==> config.mk <==
export PLATFORM = sky130hd
export DESIGN_NAME = lvds_tx_ser
export DESIGN_NICKNAME = d
export VERILOG_FILES = /design/src/rtl/lvds_tx_ser.sv
export SDC_FILE = /design/constraint.sdc
export NUM_CORES = 1
export LEC_CHECK = 0
export BUFFER_PORTS_ARGS = -buffer_cell sky130_fd_sc_hd__buf_4
export CORE_AREA = 2 2 66 56
export DETAILED_ROUTE_END_ITERATION = 6
export DIE_AREA = 0 0 68 58
export PLACE_DENSITY = 0.76
export SYNTH_ARGS = -nofsm -noshare
export SYNTH_HDL_FRONTEND = slang
export SYNTH_SLANG_ARGS = --single-unit
==> constraint.sdc <==
create_clock -name clk -period 2 [get_ports clk]
set_input_delay 0.5 -clock clk [delete_from_list [all_inputs] [get_ports clk]]
set_output_delay 0.5 -clock clk [all_outputs]
set_load 0.005 [all_outputs]
==> src/rtl/lvds_tx_ser.sv <==
// rtl/lvds_tx_ser.sv - word-to-serial transmitter for one LVDS lane, LSB first,
// with idle-word fill on underflow and a saturating underflow counter.
module lvds_tx_ser #(
  parameter int               WIDTH     = 10,
  parameter logic [WIDTH-1:0] IDLE_WORD = 10'b1101010100
) (
  input  logic             clk,
  input  logic             rst,
  input  logic             en,
  input  logic             inv,
  input  logic             force_idle,
  input  logic [WIDTH-1:0] in_data,
  input  logic             in_valid,
  output logic             in_ready,
  output logic             ser_o,
  output logic             word_sync,
  output logic             busy,
  output logic [15:0]      unf_cnt,
  input  logic             unf_clr
);

  localparam int            CW   = (WIDTH > 1) ? $clog2(WIDTH) : 1;
  localparam logic [CW-1:0] LAST = CW'(WIDTH - 1);

  typedef enum logic {S_OFF = 1'b0, S_RUN = 1'b1} state_t;

  state_t           r_state, w_state_nxt;
  logic [CW-1:0]    r_bitcnt, w_bitcnt_nxt;
  logic [WIDTH-1:0] r_shreg, w_shreg_nxt;
  logic             r_inv_q, w_inv_nxt;
  logic [15:0]      r_unf_cnt, w_unf_nxt;
  logic             w_at_last;
  logic             w_load;
  logic             w_underflow;

  assign w_at_last   = (r_bitcnt == LAST);
  assign w_load      = !rst && en && ((r_state == S_OFF) || w_at_last);
  assign w_underflow = w_load && !in_valid && !force_idle;

  always_ff @(posedge clk) begin
    if (rst) begin
      r_state   <= S_OFF;
      r_bitcnt  <= '0;
      r_shreg   <= '0;
      r_inv_q   <= 1'b0;
      r_unf_cnt <= '0;
    end else begin
      r_state   <= w_state_nxt;
      r_bitcnt  <= w_bitcnt_nxt;
      r_shreg   <= w_shreg_nxt;
      r_inv_q   <= w_inv_nxt;
      r_unf_cnt <= w_unf_nxt;
    end
  end

  always_comb begin
    w_state_nxt  = r_state;
    w_bitcnt_nxt = r_bitcnt;
    w_shreg_nxt  = r_shreg;
    w_inv_nxt    = r_inv_q;
    w_unf_nxt    = r_unf_cnt;
    if (w_load) begin
      w_state_nxt  = S_RUN;
      w_bitcnt_nxt = '0;
      w_inv_nxt    = inv;
      w_shreg_nxt  = (in_valid && !force_idle) ? in_data : IDLE_WORD;
    end else if (r_state == S_RUN) begin
      // en low at the last bit: finish the word, then drop the lane
      if (w_at_last) begin
        w_state_nxt = S_OFF;
      end else begin
        w_shreg_nxt  = r_shreg >> 1;
        w_bitcnt_nxt = r_bitcnt + CW'(1);
      end
    end
    if (unf_clr) begin
      w_unf_nxt = '0;
    end else if (w_underflow && (r_unf_cnt != 16'hFFFF)) begin
      w_unf_nxt = r_unf_cnt + 16'd1;
    end
  end

  // outputs are forced quiet while rst is held, even before the first reset edge
  assign in_ready  = w_load && !force_idle;
  assign busy      = !rst && (r_state == S_RUN);
  assign ser_o     = !rst && ((r_shreg[0] && (r_state == S_RUN)) ^ r_inv_q);
  assign word_sync = busy && (r_bitcnt == '0);
  assign unf_cnt   = r_unf_cnt;

endmodule

==> flow_summary.html, run 1 <==
<table>
<tr><th>Metric</th><th>Value</th></tr>
<tr><th colspan="2">Clocking</th></tr>
<tr><td>Clock tree from TritonCTS</td><td>built</td></tr>
<tr><td>Insertion delay to the later sink of the worst-skew pair</td><td>0.28 ns</td></tr>
<tr><td>Maximum level of the CTS H-tree</td><td>2</td></tr>
<tr><td>Post-cts hold buffer count</td><td>0</td></tr>
<tr><td>Cts bufs inserted</td><td>5</td></tr>
<tr><td>Buffer cell driving the clock tree root</td><td>sky130_fd_sc_hd__clkbuf_8</td></tr>
<tr><td>Maximum root-to-sink buffer count</td><td>2</td></tr>
<tr><td>Clock edge transition at the registers on the reported setup and hold paths</td><td>0.07 ns</td></tr>
<tr><td>CTS Sinks</td><td>32</td></tr>
<tr><th colspan="2">Global routing</th></tr>
<tr><td>Vias in the first global route</td><td>1449</td></tr>
<tr><td>Antenna violations before repair</td><td>0</td></tr>
<tr><td>Pin count of the biggest net entering global routing</td><td>25</td></tr>
<tr><td>Wire length of the first global-routing pass</td><td>6375 um</td></tr>
<tr><td>Global-route met3 utilization</td><td>5.243%</td></tr>
<tr><td>Overall global routing resource usage</td><td>21.19%</td></tr>
<tr><td>Global route hottest layer</td><td>met1</td></tr>
<tr><td>Fraction of met2 tracks used by global routing</td><td>30.37%</td></tr>
<tr><td>Met1 layer usage reported by global route</td><td>30.43%</td></tr>
<tr><td>Remaining global-route overflow</td><td>0</td></tr>
<tr><th colspan="2">Routing</th></tr>
<tr><td>Post-Route WL</td><td>3996 um</td></tr>
<tr><td>Count of TritonRoute iterations in the first routing pass</td><td>4</td></tr>
<tr><td>DRC violation total after the first TritonRoute iteration</td><td>142</td></tr>
<tr><td>Count of antenna-violating nets left after detailed routing</td><td>0</td></tr>
<tr><td>Vias after detailed routing</td><td>1689</td></tr>
<tr><td>Mean routed wirelength per cell</td><td>14.22 um</td></tr>
<tr><td>Final routed DRC violation total</td><td>0</td></tr>
<tr><td>Detailed-route vias per instance</td><td>6.011</td></tr>
<tr><th colspan="2">Timing</th></tr>
<tr><td>Max_slew headroom</td><td>65.26%</td></tr>
<tr><td>Period utilisation layout</td><td>98.33%</td></tr>
<tr><td>Worst hold slack</td><td>0.4585 ns</td></tr>
<tr><td>Slew @ Worst Pin</td><td>0.5191 ns</td></tr>
<tr><td>Clock Skew</td><td>0.008711 ns</td></tr>
<tr><td>Final max-slew violation count</td><td>0</td></tr>
<tr><td>Highest clock frequency the design can meet</td><td>508.5 MHz</td></tr>
<tr><td>Post-route minimum period</td><td>1.967 ns</td></tr>
<tr><td>Final setup fails</td><td>0</td></tr>
<tr><td>Least setup slack across all paths after layout</td><td>0.03336 ns</td></tr>
<tr><td>RSZ-0062 raised after global routing</td><td>yes</td></tr>
<tr><td>Final hold violations</td><td>0</td></tr>
<tr><th colspan="2">Die</th></tr>
<tr><td>Placement row count</td><td>19</td></tr>
<tr><td>IO Pins</td><td>37</td></tr>
<tr><td>Die boundary height</td><td>58 um</td></tr>
<tr><td>Width of the die</td><td>68 um</td></tr>
<tr><td>Initial cell density of the core</td><td>50.69%</td></tr>
<tr><td>Core region area</td><td>3281 sq um</td></tr>
<tr><td>Total die area</td><td>3944 sq um</td></tr>
<tr><th colspan="2">Final layout</th></tr>
<tr><td>Layout-stage area growth over the synthesis result</td><td>28.59%</td></tr>
<tr><td>Fin util</td><td>65.18%</td></tr>
<tr><td>Diodes inserted</td><td>0</td></tr>
<tr><td>Number of cells in the finished layout apart from fillers</td><td>281</td></tr>
<tr><td>Layout cell share with drive strength beyond 1</td><td>28.87%</td></tr>
<tr><td>Final net count</td><td>260</td></tr>
<tr><th colspan="2">Pwr</th></tr>
<tr><td>PD cells</td><td>599.0 nW/um^2</td></tr>
<tr><td>Leakage power</td><td>0.8247 nW</td></tr>
<tr><td>Sw power</td><td>0.3170 mW</td></tr>
<tr><td>Portion of total power attributed to the clock network</td><td>36.2%</td></tr>
<tr><td>Cell internal power dissipation</td><td>0.9638 mW</td></tr>
<tr><td>Switch share</td><td>24.75%</td></tr>
<tr><td>Worst IR Drop VDD</td><td>503.3 uV</td></tr>
<tr><td>Sequential cell fraction of total power</td><td>52.2%</td></tr>
<tr><td>Comb power frac</td><td>11.6%</td></tr>
<tr><th colspan="2">Setup path</th></tr>
<tr><td>Endpoint class of the critical path</td><td>output pin</td></tr>
<tr><td>Startpoint class of the critical path</td><td>flop</td></tr>
<tr><td>Worst EP arrival</td><td>1.47 ns</td></tr>
<tr><td>R2R cell count</td><td>5</td></tr>
<tr><td>Required time of the critical path</td><td>1.50 ns</td></tr>
<tr><td>Worst-path fanout max</td><td>2</td></tr>
<tr><td>Crit path kind</td><td>reg -&gt; out</td></tr>
<tr><th colspan="2">Synth</th></tr>
<tr><td>Most used flip-flop cell after synthesis</td><td>sky130_fd_sc_hd__dfxtp_1</td></tr>
<tr><td>Synthesized area divided by synthesized cell count</td><td>8.527 sq um</td></tr>
<tr><td>Commonest cells post-synth</td><td>sky130_fd_sc_hd__dfxtp_1, sky130_fd_sc_hd__a21oi_1, sky130_fd_sc_hd__nor2_1</td></tr>
<tr><td>Simple-gate portion of the synthesized area</td><td>29.19%</td></tr>
<tr><td>Number of storage elements in the synthesis netlist</td><td>32</td></tr>
<tr><td>Dominant cell by count in the synthesized netlist</td><td>sky130_fd_sc_hd__dfxtp_1</td></tr>
<tr><td>Fraction of the mapped netlist area in compound gates</td><td>22.12%</td></tr>
<tr><td>Area share of the leading cell type in the synthesized netlist</td><td>38.53%</td></tr>
<tr><td>Post-synth EDFFs</td><td>0</td></tr>
<tr><td>Cell area after synthesis</td><td>1663 sq um</td></tr>
<tr><td>Sequential cell area fraction in the yosys report</td><td>38.53%</td></tr>
<tr><td>Async set-reset flop share out of synthesis</td><td>0%</td></tr>
<tr><td>Combinational family with the most area after synthesis</td><td>simple AND/OR/NAND/NOR gates</td></tr>
<tr><td>Post-synth top area cell</td><td>sky130_fd_sc_hd__dfxtp_1</td></tr>
<tr><td>Gate count after technology mapping</td><td>195</td></tr>
<tr><td>Synthesized netlist net count</td><td>216</td></tr>
<tr><td>Number of distinct standard cells referenced by the synthesized netlist</td><td>43</td></tr>
<tr><td>Dominant cells by area after synthesis</td><td>sky130_fd_sc_hd__dfxtp_1, sky130_fd_sc_hd__a21oi_1, sky130_fd_sc_hd__nor2_1</td></tr>
<tr><td>Number of warnings issued by yosys</td><td>0</td></tr>
<tr><td>XOR/XNOR share of the synthesized area</td><td>1.053%</td></tr>
<tr><td>Fraction of synthesized area in multiplexers</td><td>1.204%</td></tr>
<tr><td>Adder and majority gate portion of the synthesized area</td><td>3.010%</td></tr>
<tr><th colspan="2">Placement</th></tr>
<tr><td>Routability congestion estimate from global placement</td><td>0.8203</td></tr>
<tr><td>Number of input and output port buffers inserted</td><td>36</td></tr>
<tr><td>Half-perimeter wire length of the detailed placement result</td><td>2757 um</td></tr>
<tr><td>Worst slack at placement</td><td>-0.01579 ns</td></tr>
<tr><td>Placed cell count</td><td>273</td></tr>
<tr><th colspan="2">Run status</th></tr>
<tr><td>Status</td><td>finished, final reports clean</td></tr>
<tr><th colspan="2">Worst hold path</th></tr>
<tr><td>Number of cells on the worst hold path</td><td>2</td></tr>
<tr><td>Worst hold path type</td><td>reg -&gt; reg</td></tr>
<tr><th colspan="2">Run</th></tr>
<tr><td>Max Cap Viol</td><td>0</td></tr>
</table>
cell families (layout without fill, tap and decap cells):
| group | after synthesis | after routing |
|---|---|---|
| buf+inv | 17 | 61 |
| mux | 2 | 2 |
| simple gates | 85 | 85 |
| fa+ha+maj | 4 | 4 |
| compound gates | 53 | 53 |
| flops | 32 | 32 |
| xor+xnor | 2 | 2 |
power groups by stage:
| stage | clock network [mW] | registers [mW] | logic (mW) |
|---|---|---|---|
| after CTS | 0.470 | 0.667 | 0.146 |
| after global routing | 0.493 | 0.670 | 0.164 |
| final | 0.464 | 0.669 | 0.148 |
| after detailed placement | 0 | 0.681 | 0.142 |
| after global placement | 0 | 0.681 | 0.140 |
| after floorplan | 0 | 0.681 | 0.0768 |
critical path: stages (launching register included):
cell	delay, ns
sky130_fd_sc_hd__dfxtp_2	0.33
sky130_fd_sc_hd__inv_2	0.07
sky130_fd_sc_hd__ha_4	0.13
sky130_fd_sc_hd__nand3b_1	0.14
sky130_fd_sc_hd__a2111oi_4	0.35
sky130_fd_sc_hd__buf_4	0.17
final timing paths:
path	from	end	slack, ns
max reg2reg	unf_cnt[0]	unf_cnt[3]	0.14
min reg2reg	r_shreg[3]	r_shreg[2]	0.46
min	r_shreg[3]	r_shreg[2]	0.46
max	r_bitcnt[1]	in_ready	0.03
registers in the layout, indices dropped and copies added (netlist names):
register	flops
r_shreg	10
r_state	1
r_bitcnt	4
r_inv_q	1
unf_cnt	16
timing repair:
item | in CTS | in global routing
pin swaps | 1 | 0
gates resized for setup | 4 | 4
endpoints found under the setup margin | 1 | 9
setup buffers | 1 | 0
cloned | 0 | 0
layout by cell type (no fill, tap or decap), types with 5 or more instances in the layout:
cell type                  count
sky130_fd_sc_hd__a21oi_1      19
sky130_fd_sc_hd__or4_1         7
sky130_fd_sc_hd__o31ai_1       7
sky130_fd_sc_hd__nor3_1        6
sky130_fd_sc_hd__clkbuf_8      5
sky130_fd_sc_hd__dfxtp_1      30
sky130_fd_sc_hd__nand4_1       6
sky130_fd_sc_hd__nand2_1      16
sky130_fd_sc_hd__nor2_1       17
sky130_fd_sc_hd__buf_4        50
sky130_fd_sc_hd__a221oi_1      5
sky130_fd_sc_hd__nand3_1      10
metrics by stage:
step                      setup TNS [ns]  power [mW]  instance area [sq um]
after floorplan                        0      0.7574                   1663
after global placement                 0      0.8207                   2017
after detailed placement        -0.01579      0.8234                   2017
after CTS                              0       1.283                   2118
after global routing            -0.05954       1.328                   2138
final                                  0       1.281                   2138
per-layer routing:
metal / wire length [um] / part of all wire [%]
met4: 80 / 2.0
met3: 211 / 5.3
met2: 1777 / 44
met5: 0 / 0
met1: 1927 / 48
layout make-up:
cell class	count	area, sq um
multi-input cells	146	974.7
fillers	286	1142
clock buffers	6	72.57
inverters	4	15.01
repair buffers	50	375.4
flip-flops and latches	32	643.1
well taps	42	52.55
clock inverters	1	5.005
(Power assumes the default switching activity.)
==> run 2, diff against run 1 <==
CORE_AREA = 2 2 76 63   (was 2 2 66 56)
DIE_AREA = 0 0 78 65   (was 0 0 68 58)
PLACE_DENSITY = unset   (was 0.76)
==> run 2 against run 1 <==
Die area is 29% higher; global-route usage is 4.0 points lower; final cell count is 7.8% higher; largest power group unchanged; clock skew down 0.0035 ns; non-clock buffer count grew 3; critical path depth unchanged; count of clock-buffer cells in the layout did not move; combinational power down 3%; sequential power about the same; core utilization fell by 15 points; total power rose by 4.9%; hold slack lost 0.011 ns.
==> flow_summary.html, run 2 (synthesized netlist as in run 1, its figures left out) <==
<table>
<tr><th>Metric</th><th>Value</th></tr>
<tr><th colspan="2">Run status</th></tr>
<tr><td>Status</td><td>finished, final reports clean</td></tr>
<tr><th colspan="2">Routing</th></tr>
<tr><td>Mean routed wirelength per cell</td><td>13.69 um (-3.7%)</td></tr>
<tr><td>Final routed DRC violation total</td><td>0 (unchanged)</td></tr>
<tr><td>Count of TritonRoute iterations in the first routing pass</td><td>4 (unchanged)</td></tr>
<tr><td>Count of antenna-violating nets left after detailed routing</td><td>0 (unchanged)</td></tr>
<tr><td>Vias after detailed routing</td><td>1635 (-3.2%)</td></tr>
<tr><td>Detailed-route vias per instance</td><td>5.396 (-10%)</td></tr>
<tr><td>Post-Route WL</td><td>4149 um (+3.8%)</td></tr>
<tr><td>DRC violation total after the first TritonRoute iteration</td><td>107 (-25%)</td></tr>
<tr><th colspan="2">Clocking</th></tr>
<tr><td>Insertion delay to the later sink of the worst-skew pair</td><td>0.29 ns (about the same)</td></tr>
<tr><td>Post-cts hold buffer count</td><td>0 (unchanged)</td></tr>
<tr><td>Cts bufs inserted</td><td>5 (unchanged)</td></tr>
<tr><td>Clock edge transition at the registers on the reported setup and hold paths</td><td>0.07 ns (about the same)</td></tr>
<tr><td>Clock tree from TritonCTS</td><td>built</td></tr>
<tr><td>CTS Sinks</td><td>32 (unchanged)</td></tr>
<tr><td>Maximum root-to-sink buffer count</td><td>2 (unchanged)</td></tr>
<tr><td>Buffer cell driving the clock tree root</td><td>sky130_fd_sc_hd__clkbuf_8</td></tr>
<tr><td>Maximum level of the CTS H-tree</td><td>2 (unchanged)</td></tr>
<tr><th colspan="2">Die</th></tr>
<tr><td>Width of the die</td><td>78 um (+15%)</td></tr>
<tr><td>Core region area</td><td>4404 sq um (+34%)</td></tr>
<tr><td>Die boundary height</td><td>65 um (+12%)</td></tr>
<tr><td>Total die area</td><td>5070 sq um (+29%)</td></tr>
<tr><td>IO Pins</td><td>37 (unchanged)</td></tr>
<tr><td>Placement row count</td><td>22 (+3)</td></tr>
<tr><td>Initial cell density of the core</td><td>37.76% (-13 points)</td></tr>
<tr><th colspan="2">Global routing</th></tr>
<tr><td>Vias in the first global route</td><td>1448 (-0.069%)</td></tr>
<tr><td>Antenna violations before repair</td><td>0 (unchanged)</td></tr>
<tr><td>Remaining global-route overflow</td><td>0 (unchanged)</td></tr>
<tr><td>Wire length of the first global-routing pass</td><td>6837 um (+7.2%)</td></tr>
<tr><td>Pin count of the biggest net entering global routing</td><td>25 (unchanged)</td></tr>
<tr><td>Overall global routing resource usage</td><td>17.23% (-4.0 points)</td></tr>
<tr><th colspan="2">Pwr</th></tr>
<tr><td>PD cells</td><td>609.9 nW/um^2 (+1.8%)</td></tr>
<tr><td>Total power draw</td><td>1.344 mW (+4.9%)</td></tr>
<tr><td>Worst IR Drop VDD</td><td>373.1 uV (-26%)</td></tr>
<tr><td>Leakage power</td><td>0.8544 nW (+3.6%)</td></tr>
<tr><th colspan="2">Placement</th></tr>
<tr><td>Routability congestion estimate from global placement</td><td>0.7337 (-11%)</td></tr>
<tr><td>Number of input and output port buffers inserted</td><td>36 (unchanged)</td></tr>
<tr><td>Worst slack at placement</td><td>0.07457 ns (+0.09036 ns)</td></tr>
<tr><td>Half-perimeter wire length of the detailed placement result</td><td>2859 um (+3.7%)</td></tr>
<tr><th colspan="2">Final layout</th></tr>
<tr><td>Final net count</td><td>263 (+1.2%)</td></tr>
<tr><td>Layout-stage area growth over the synthesis result</td><td>32.51%</td></tr>
<tr><td>Layout cell share with drive strength beyond 1</td><td>30.45% (+1.6 points)</td></tr>
<tr><td>Number of flip-flops under the largest register name</td><td>16 (unchanged)</td></tr>
<tr><td>Commonest non-fill, non-tap cell in the layout</td><td>sky130_fd_sc_hd__buf_4</td></tr>
<tr><td>Diodes inserted</td><td>0 (unchanged)</td></tr>
<tr><td>Most used cells in the layout excluding fill and tap cells</td><td>sky130_fd_sc_hd__buf_4, sky130_fd_sc_hd__dfxtp_1, sky130_fd_sc_hd__a21oi_1</td></tr>
<tr><td>Fin util</td><td>50.03% (-15 points)</td></tr>
<tr><th colspan="2">Timing</th></tr>
<tr><td>Period utilisation layout</td><td>99.98% (+1.7 points)</td></tr>
<tr><td>Final setup fails</td><td>0 (unchanged)</td></tr>
<tr><td>RSZ-0062 raised after global routing</td><td>yes</td></tr>
<tr><td>Clock Skew</td><td>0.005245 ns (-0.003466 ns)</td></tr>
<tr><td>Slew @ Worst Pin</td><td>0.5338 ns (+0.01469 ns)</td></tr>
<tr><td>Post-route minimum period</td><td>2.000 ns (+0.03306 ns)</td></tr>
<tr><td>Least setup slack across all paths after layout</td><td>0.0003043 ns (-0.03306 ns)</td></tr>
<tr><td>Final hold violations</td><td>0 (unchanged)</td></tr>
<tr><td>Max_slew headroom</td><td>64.42% (-0.85 points)</td></tr>
<tr><td>Final max-slew violation count</td><td>0 (unchanged)</td></tr>
<tr><td>Highest clock frequency the design can meet</td><td>500.1 MHz (-1.7%)</td></tr>
<tr><th colspan="2">Setup path</th></tr>
<tr><td>Startpoint class of the critical path</td><td>flop</td></tr>
<tr><td>Worst-path fanout max</td><td>2 (unchanged)</td></tr>
<tr><td>Crit path kind</td><td>reg -&gt; out</td></tr>
<tr><td>Setup slack of the most critical reg-to-reg path</td><td>0.11 ns (-0.03 ns)</td></tr>
<tr><td>Reg2Reg Launch Point</td><td>unf_cnt[0]</td></tr>
<tr><td>Worst setup path endpoint</td><td>in_ready</td></tr>
<tr><td>Critical path's largest stage delay</td><td>0.39 ns (+0.04 ns)</td></tr>
<tr><td>Endpoint of the worst-slack reg-to-reg timing path</td><td>unf_cnt[7]</td></tr>
<tr><td>Crit path cell chain</td><td>inv_2, ha_4, nand3b_1, a2111oi_4, buf_4</td></tr>
<tr><td>Crit path launch</td><td>r_bitcnt[1]</td></tr>
<tr><td>Worst EP arrival</td><td>1.50 ns (+0.03 ns)</td></tr>
<tr><td>Cell at the slowest stage of the critical path</td><td>sky130_fd_sc_hd__a2111oi_4</td></tr>
<tr><td>Endpoint class of the critical path</td><td>output pin</td></tr>
<tr><td>R2R cell count</td><td>5 (unchanged)</td></tr>
<tr><td>Required time of the critical path</td><td>1.50 ns (about the same)</td></tr>
<tr><th colspan="2">Worst hold path</th></tr>
<tr><td>Worst hold path type</td><td>in -&gt; reg</td></tr>
<tr><th colspan="2">Run</th></tr>
<tr><td>Max Cap Viol</td><td>0 (unchanged)</td></tr>
</table>
## run 2: changes by cell type in the layout (fill, tap and decap cells not counted)
cell	delta
sky130_fd_sc_hd__clkbuf_1	-1
sky130_fd_sc_hd__buf_4	+2
sky130_fd_sc_hd__dfxtp_1	-1
sky130_fd_sc_hd__clkinv_2	+1
sky130_fd_sc_hd__o21ai_4	-1
sky130_fd_sc_hd__and4_2	-1
sky130_fd_sc_hd__clkbuf_8	+1
sky130_fd_sc_hd__o21ai_2	+1
sky130_fd_sc_hd__and4_1	+1
sky130_fd_sc_hd__buf_12	+1
sky130_fd_sc_hd__dfxtp_2	+1
## run 2: stage by stage
step / hold WS [ns] / std cells / setup TNS [ns] / area, sq um
floorplan: 0.4320 / 195 / 0 / 1663
global placement: 0.4432 / 291 / 0 / 2052
detailed placement: 0.4471 / 291 / 0 / 2052
CTS: 0.4372 / 302 / 0 / 2183
global route: 0.4606 / 303 / -0.08011 / 2203
finish: 0.4479 / 303 / 0 / 2203
## run 2: routing by layer
layer / global-route usage, % / wire length (um) / vias up
met2: 23.81 / 1727 / 31
li1: - / - / 846
met4: 8.553 / 82 / 0
met5: 0 / 0 / -
met3: 4.457 / 178 / 7
met1: 24.55 / 2160 / 751
## run 2: final cells by class
class                      instances  area [sq um]
clock buffer                       6         82.58
clock inverter                     2         10.01
fill                             447          2201
inverter                           4         15.01
multi-input combinational        146         965.9
sequential                        32         644.4
tap                               60         75.07
timing repair buffer              53         410.4
## run 2: worst min-delay path by stage
stage          startpoint           to  slack, ns  depth (start not counted)
6_report               en  r_bitcnt[3]       0.45                          2
5_1_grt                en  r_bitcnt[3]       0.46                          2
4_1_cts                en  r_bitcnt[3]       0.44                          2
3_5_place_dp   r_shreg[5]   r_shreg[4]       0.45                          2
3_3_place_gp   r_shreg[5]   r_shreg[4]       0.44                          2
2_1_floorplan  r_shreg[3]   r_shreg[2]       0.43                          2
## run 2: worst max-delay path, delay by kind of cell, from the launching register on
family	cells	cell delay [ns]
AO/OA/AOI/OAI	1	0.39
flip-flops	1	0.32
buffers and inverters	2	0.24
AND/OR/NAND/NOR	1	0.14
adder cells (fa/ha/maj)	1	0.13
## run 2: what timing repair did
action / 4_1_cts / 5_1_grt
buffers inserted: 3 / 1
hold endpoints to repair: 0 / 0
resized for setup: 4 / 3
setup endpoints to repair: 1 / 2
pin swaps: 1 / 1
## run 2: report_power, final
group / internal, mW / total, mW / switching (mW)
combinational: 0.0690 / 0.143 / 0.0740
sequential: 0.658 / 0.672 / 0.0138
clock: 0.274 / 0.529 / 0.255
total: 1.00 / 1.34 / 0.342
==> run 3, diff against run 2 <==
clock period = 2.3 ns   (was 2 ns; I/O delays follow)
==> run 3 against run 2 <==
Non-clock buffer count shrank 10; die area is the same; total power shrank 3.4%; via count grew 1.5%; hold slack gained 0.0052 ns; critical path type unchanged; core utilization shrank 1.6 points; critical path depth is the same; first-iteration DRC count grew 55%; worst setup slack gained 0.13 ns; largest power group is now clock; register-to-register slack gained 0.19 ns; count of clock-buffer cells in the layout grew 1; global-route usage shrank 0.33 points.
==> flow_summary.html, run 3 (synthesized netlist as in run 1, its figures left out) <==
<table>
<tr><th>Metric</th><th>Value</th></tr>
<tr><th colspan="2">Run status</th></tr>
<tr><td>Status</td><td>finished, final reports clean</td></tr>
<tr><th colspan="2">Setup path</th></tr>
<tr><td>Required time of the critical path</td><td>1.73 ns (+0.23 ns)</td></tr>
<tr><td>Worst EP arrival</td><td>1.60 ns (+0.10 ns)</td></tr>
<tr><td>R2R cell count</td><td>6 (+1)</td></tr>
<tr><td>Crit path kind</td><td>reg -&gt; out</td></tr>
<tr><td>Startpoint class of the critical path</td><td>flop</td></tr>
<tr><td>Worst-path fanout max</td><td>4 (+2)</td></tr>
<tr><td>Endpoint class of the critical path</td><td>output pin</td></tr>
<tr><th colspan="2">Clocking</th></tr>
<tr><td>Maximum level of the CTS H-tree</td><td>2 (unchanged)</td></tr>
<tr><td>Clock tree from TritonCTS</td><td>built</td></tr>
<tr><td>CTS Sinks</td><td>32 (unchanged)</td></tr>
<tr><td>Insertion delay to the later sink of the worst-skew pair</td><td>0.28 ns (about the same)</td></tr>
<tr><td>Clock edge transition at the registers on the reported setup and hold paths</td><td>0.07 ns (about the same)</td></tr>
<tr><td>Post-cts hold buffer count</td><td>0 (unchanged)</td></tr>
<tr><td>Maximum root-to-sink buffer count</td><td>2 (unchanged)</td></tr>
<tr><td>Buffer cell driving the clock tree root</td><td>sky130_fd_sc_hd__clkbuf_8</td></tr>
<tr><td>Cts bufs inserted</td><td>5 (unchanged)</td></tr>
<tr><th colspan="2">Routing</th></tr>
<tr><td>Detailed-route vias per instance</td><td>5.662 (+4.9%)</td></tr>
<tr><td>DRC violation total after the first TritonRoute iteration</td><td>166 (+55%)</td></tr>
<tr><td>Count of TritonRoute iterations in the first routing pass</td><td>4 (unchanged)</td></tr>
<tr><td>Final routed DRC violation total</td><td>0 (unchanged)</td></tr>
<tr><td>Post-Route WL</td><td>4079 um (-1.7%)</td></tr>
<tr><td>Count of antenna-violating nets left after detailed routing</td><td>0 (unchanged)</td></tr>
<tr><td>Vias after detailed routing</td><td>1659 (+1.5%)</td></tr>
<tr><td>Mean routed wirelength per cell</td><td>13.92 um (+1.7%)</td></tr>
<tr><th colspan="2">Timing</th></tr>
<tr><td>RSZ-0062 raised after global routing</td><td>no</td></tr>
<tr><td>Slew @ Worst Pin</td><td>0.8571 ns (+0.3233 ns)</td></tr>
<tr><td>Final setup fails</td><td>0 (unchanged)</td></tr>
<tr><td>Post-route minimum period</td><td>2.171 ns</td></tr>
<tr><td>Highest clock frequency the design can meet</td><td>460.6 MHz</td></tr>
<tr><td>Total negative setup slack</td><td>0 ns (unchanged)</td></tr>
<tr><td>Final hold violations</td><td>0 (unchanged)</td></tr>
<tr><td>Worst hold slack</td><td>0.4531 ns (+0.005239 ns)</td></tr>
<tr><td>Period utilisation layout</td><td>94.39%</td></tr>
<tr><td>Clock Skew</td><td>0.003634 ns (-0.001611 ns)</td></tr>
<tr><td>Final max-slew violation count</td><td>0 (unchanged)</td></tr>
<tr><td>Max_slew headroom</td><td>42.85% (-22 points)</td></tr>
<tr><th colspan="2">Final layout</th></tr>
<tr><td>Number of flip-flops under the largest register name</td><td>16 (unchanged)</td></tr>
<tr><td>Layout-stage area growth over the synthesis result</td><td>28.37%</td></tr>
<tr><td>Most used cells in the layout excluding fill and tap cells</td><td>sky130_fd_sc_hd__buf_4, sky130_fd_sc_hd__dfxtp_1, sky130_fd_sc_hd__a21oi_1</td></tr>
<tr><td>Commonest non-fill, non-tap cell in the layout</td><td>sky130_fd_sc_hd__buf_4</td></tr>
<tr><td>Post-route cell area</td><td>2135 sq um (-3.1%)</td></tr>
<tr><td>Layout filler cell count</td><td>451 (+0.89%)</td></tr>
<tr><td>Layout cell share with drive strength beyond 1</td><td>25.75% (-4.7 points)</td></tr>
<tr><td>Final net count</td><td>253 (-3.8%)</td></tr>
<tr><td>Diodes inserted</td><td>0 (unchanged)</td></tr>
<tr><td>Number of cells in the finished layout apart from fillers</td><td>293 (-3.3%)</td></tr>
<tr><th colspan="2">Placement</th></tr>
<tr><td>Half-perimeter wire length of the detailed placement result</td><td>2777 um (-2.9%)</td></tr>
<tr><td>Placed cell count</td><td>283 (-2.7%)</td></tr>
<tr><td>Number of input and output port buffers inserted</td><td>36 (unchanged)</td></tr>
<tr><td>Routability congestion estimate from global placement</td><td>0.7472 (+1.8%)</td></tr>
<tr><td>Dpl cell area</td><td>1979 sq um (-3.5%)</td></tr>
<tr><th colspan="2">Pwr</th></tr>
<tr><td>Switch share</td><td>22.23% (-3.2 points)</td></tr>
<tr><td>Cell internal power dissipation</td><td>1.009 mW (+0.76%)</td></tr>
<tr><td>PD cells</td><td>607.9 nW/um^2 (-0.33%)</td></tr>
<tr><td>Leakage power</td><td>0.8094 nW (-5.3%)</td></tr>
<tr><td>Comb power frac</td><td>9.0% (-1.6 points)</td></tr>
<tr><td>Sw power</td><td>0.2885 mW (-16%)</td></tr>
<tr><td>Sequential cell fraction of total power</td><td>45.1% (-4.9 points)</td></tr>
<tr><td>Worst IR Drop VDD</td><td>352.8 uV (-5.4%)</td></tr>
<tr><td>Portion of total power attributed to the clock network</td><td>45.9% (+6.5 points)</td></tr>
<tr><th colspan="2">Global routing</th></tr>
<tr><td>Antenna violations before repair</td><td>0 (unchanged)</td></tr>
<tr><td>Wire length of the first global-routing pass</td><td>6865 um (+0.41%)</td></tr>
<tr><td>Remaining global-route overflow</td><td>0 (unchanged)</td></tr>
<tr><td>Vias in the first global route</td><td>1409 (-2.7%)</td></tr>
<tr><td>Pin count of the biggest net entering global routing</td><td>25 (unchanged)</td></tr>
<tr><td>Overall global routing resource usage</td><td>16.90% (-0.33 points)</td></tr>
<tr><th colspan="2">Worst hold path</th></tr>
<tr><td>Number of cells on the worst hold path</td><td>2 (unchanged)</td></tr>
<tr><td>Worst hold path type</td><td>reg -&gt; reg</td></tr>
<tr><th colspan="2">Die</th></tr>
<tr><td>IO Pins</td><td>37 (unchanged)</td></tr>
<tr><td>Placement row count</td><td>22 (unchanged)</td></tr>
<tr><td>Core region area</td><td>4404 sq um (unchanged)</td></tr>
<tr><td>Total die area</td><td>5070 sq um (unchanged)</td></tr>
<tr><td>Initial cell density of the core</td><td>37.76% (unchanged)</td></tr>
<tr><td>Width of the die</td><td>78 um (unchanged)</td></tr>
<tr><td>Die boundary height</td><td>65 um (unchanged)</td></tr>
<tr><th colspan="2">Run</th></tr>
<tr><td>Max Cap Viol</td><td>0 (unchanged)</td></tr>
</table>
[run 3: cell types whose count changed in the layout (fill, tap and decap cells not counted), moves of 2 or more]
cell and change:
sky130_fd_sc_hd__buf_4 -9, sky130_fd_sc_hd__clkinv_2 -2, sky130_fd_sc_hd__dfxtp_1 +2, sky130_fd_sc_hd__dfxtp_2 -2
[run 3: final timing paths]
path,from,slack [ns],endpoint
hold reg to reg,r_shreg[3],0.45,r_shreg[2]
setup reg to reg,r_bitcnt[1],0.30,unf_cnt[1]
setup / recovery,r_bitcnt[1],0.13,in_ready
hold / removal,r_shreg[3],0.45,r_shreg[2]
[run 3: power by group through the flow]
stage	sequential, mW	combinational [mW]	clock, mW
2_1_floorplan	0.592	0.0668	0
3_3_place_gp	0.597	0.114	0
3_5_place_dp	0.597	0.114	0
4_1_cts	0.585	0.116	0.605
5_1_grt	0.587	0.133	0.630
6_report	0.585	0.116	0.596
[run 3: timing repair]
item / 4_1_cts / 5_1_grt
buffers inserted: 0 / 2
setup endpoints to repair: 1 / 1
pin swaps: 0 / 1
gates resized for setup: 2 / 0
[run 3: critical path, stage by stage (launching register included)]
cell	delay, ns
sky130_fd_sc_hd__dfxtp_1	0.34
sky130_fd_sc_hd__inv_1	0.08
sky130_fd_sc_hd__ha_1	0.18
sky130_fd_sc_hd__nand3b_1	0.18
sky130_fd_sc_hd__a2111oi_4	0.36
sky130_fd_sc_hd__buf_4	0.17
[run 3: routing by layer]
layer | vias to the layer above | global-route usage (%) | wire (um)
met1 | 795 | 25.83 | 2138
li1 | 826 | - | -
met4 | 0 | 5.921 | 33
met3 | 4 | 3.900 | 144
met5 | - | 0 | 0
met2 | 34 | 22.74 | 1763
[run 3: metrics by stage]
stage          utilization [%]  power [mW]  setup WS [ns]
5_1_grt                  48.47       1.349        0.04971
4_1_cts                  48.13       1.306        0.02463
6_report                 48.47       1.298         0.1291
3_3_place_gp             44.94      0.7108         0.2375
2_1_floorplan                -      0.6586         0.5063
3_5_place_dp             44.94      0.7108         0.1987
[run 3: cell type report]
cell class                 count  area (sq um)  share of cell area, %
multi-input combinational    146         953.4                  44.67
inverter                       4         15.01                 0.7034
sequential                    32         641.9                  30.07
clock buffer                   7         96.34                  4.513
clock inverter                 1         30.03                  1.407
tap                           60         75.07                  3.517
timing repair buffer          43         322.8                  15.12
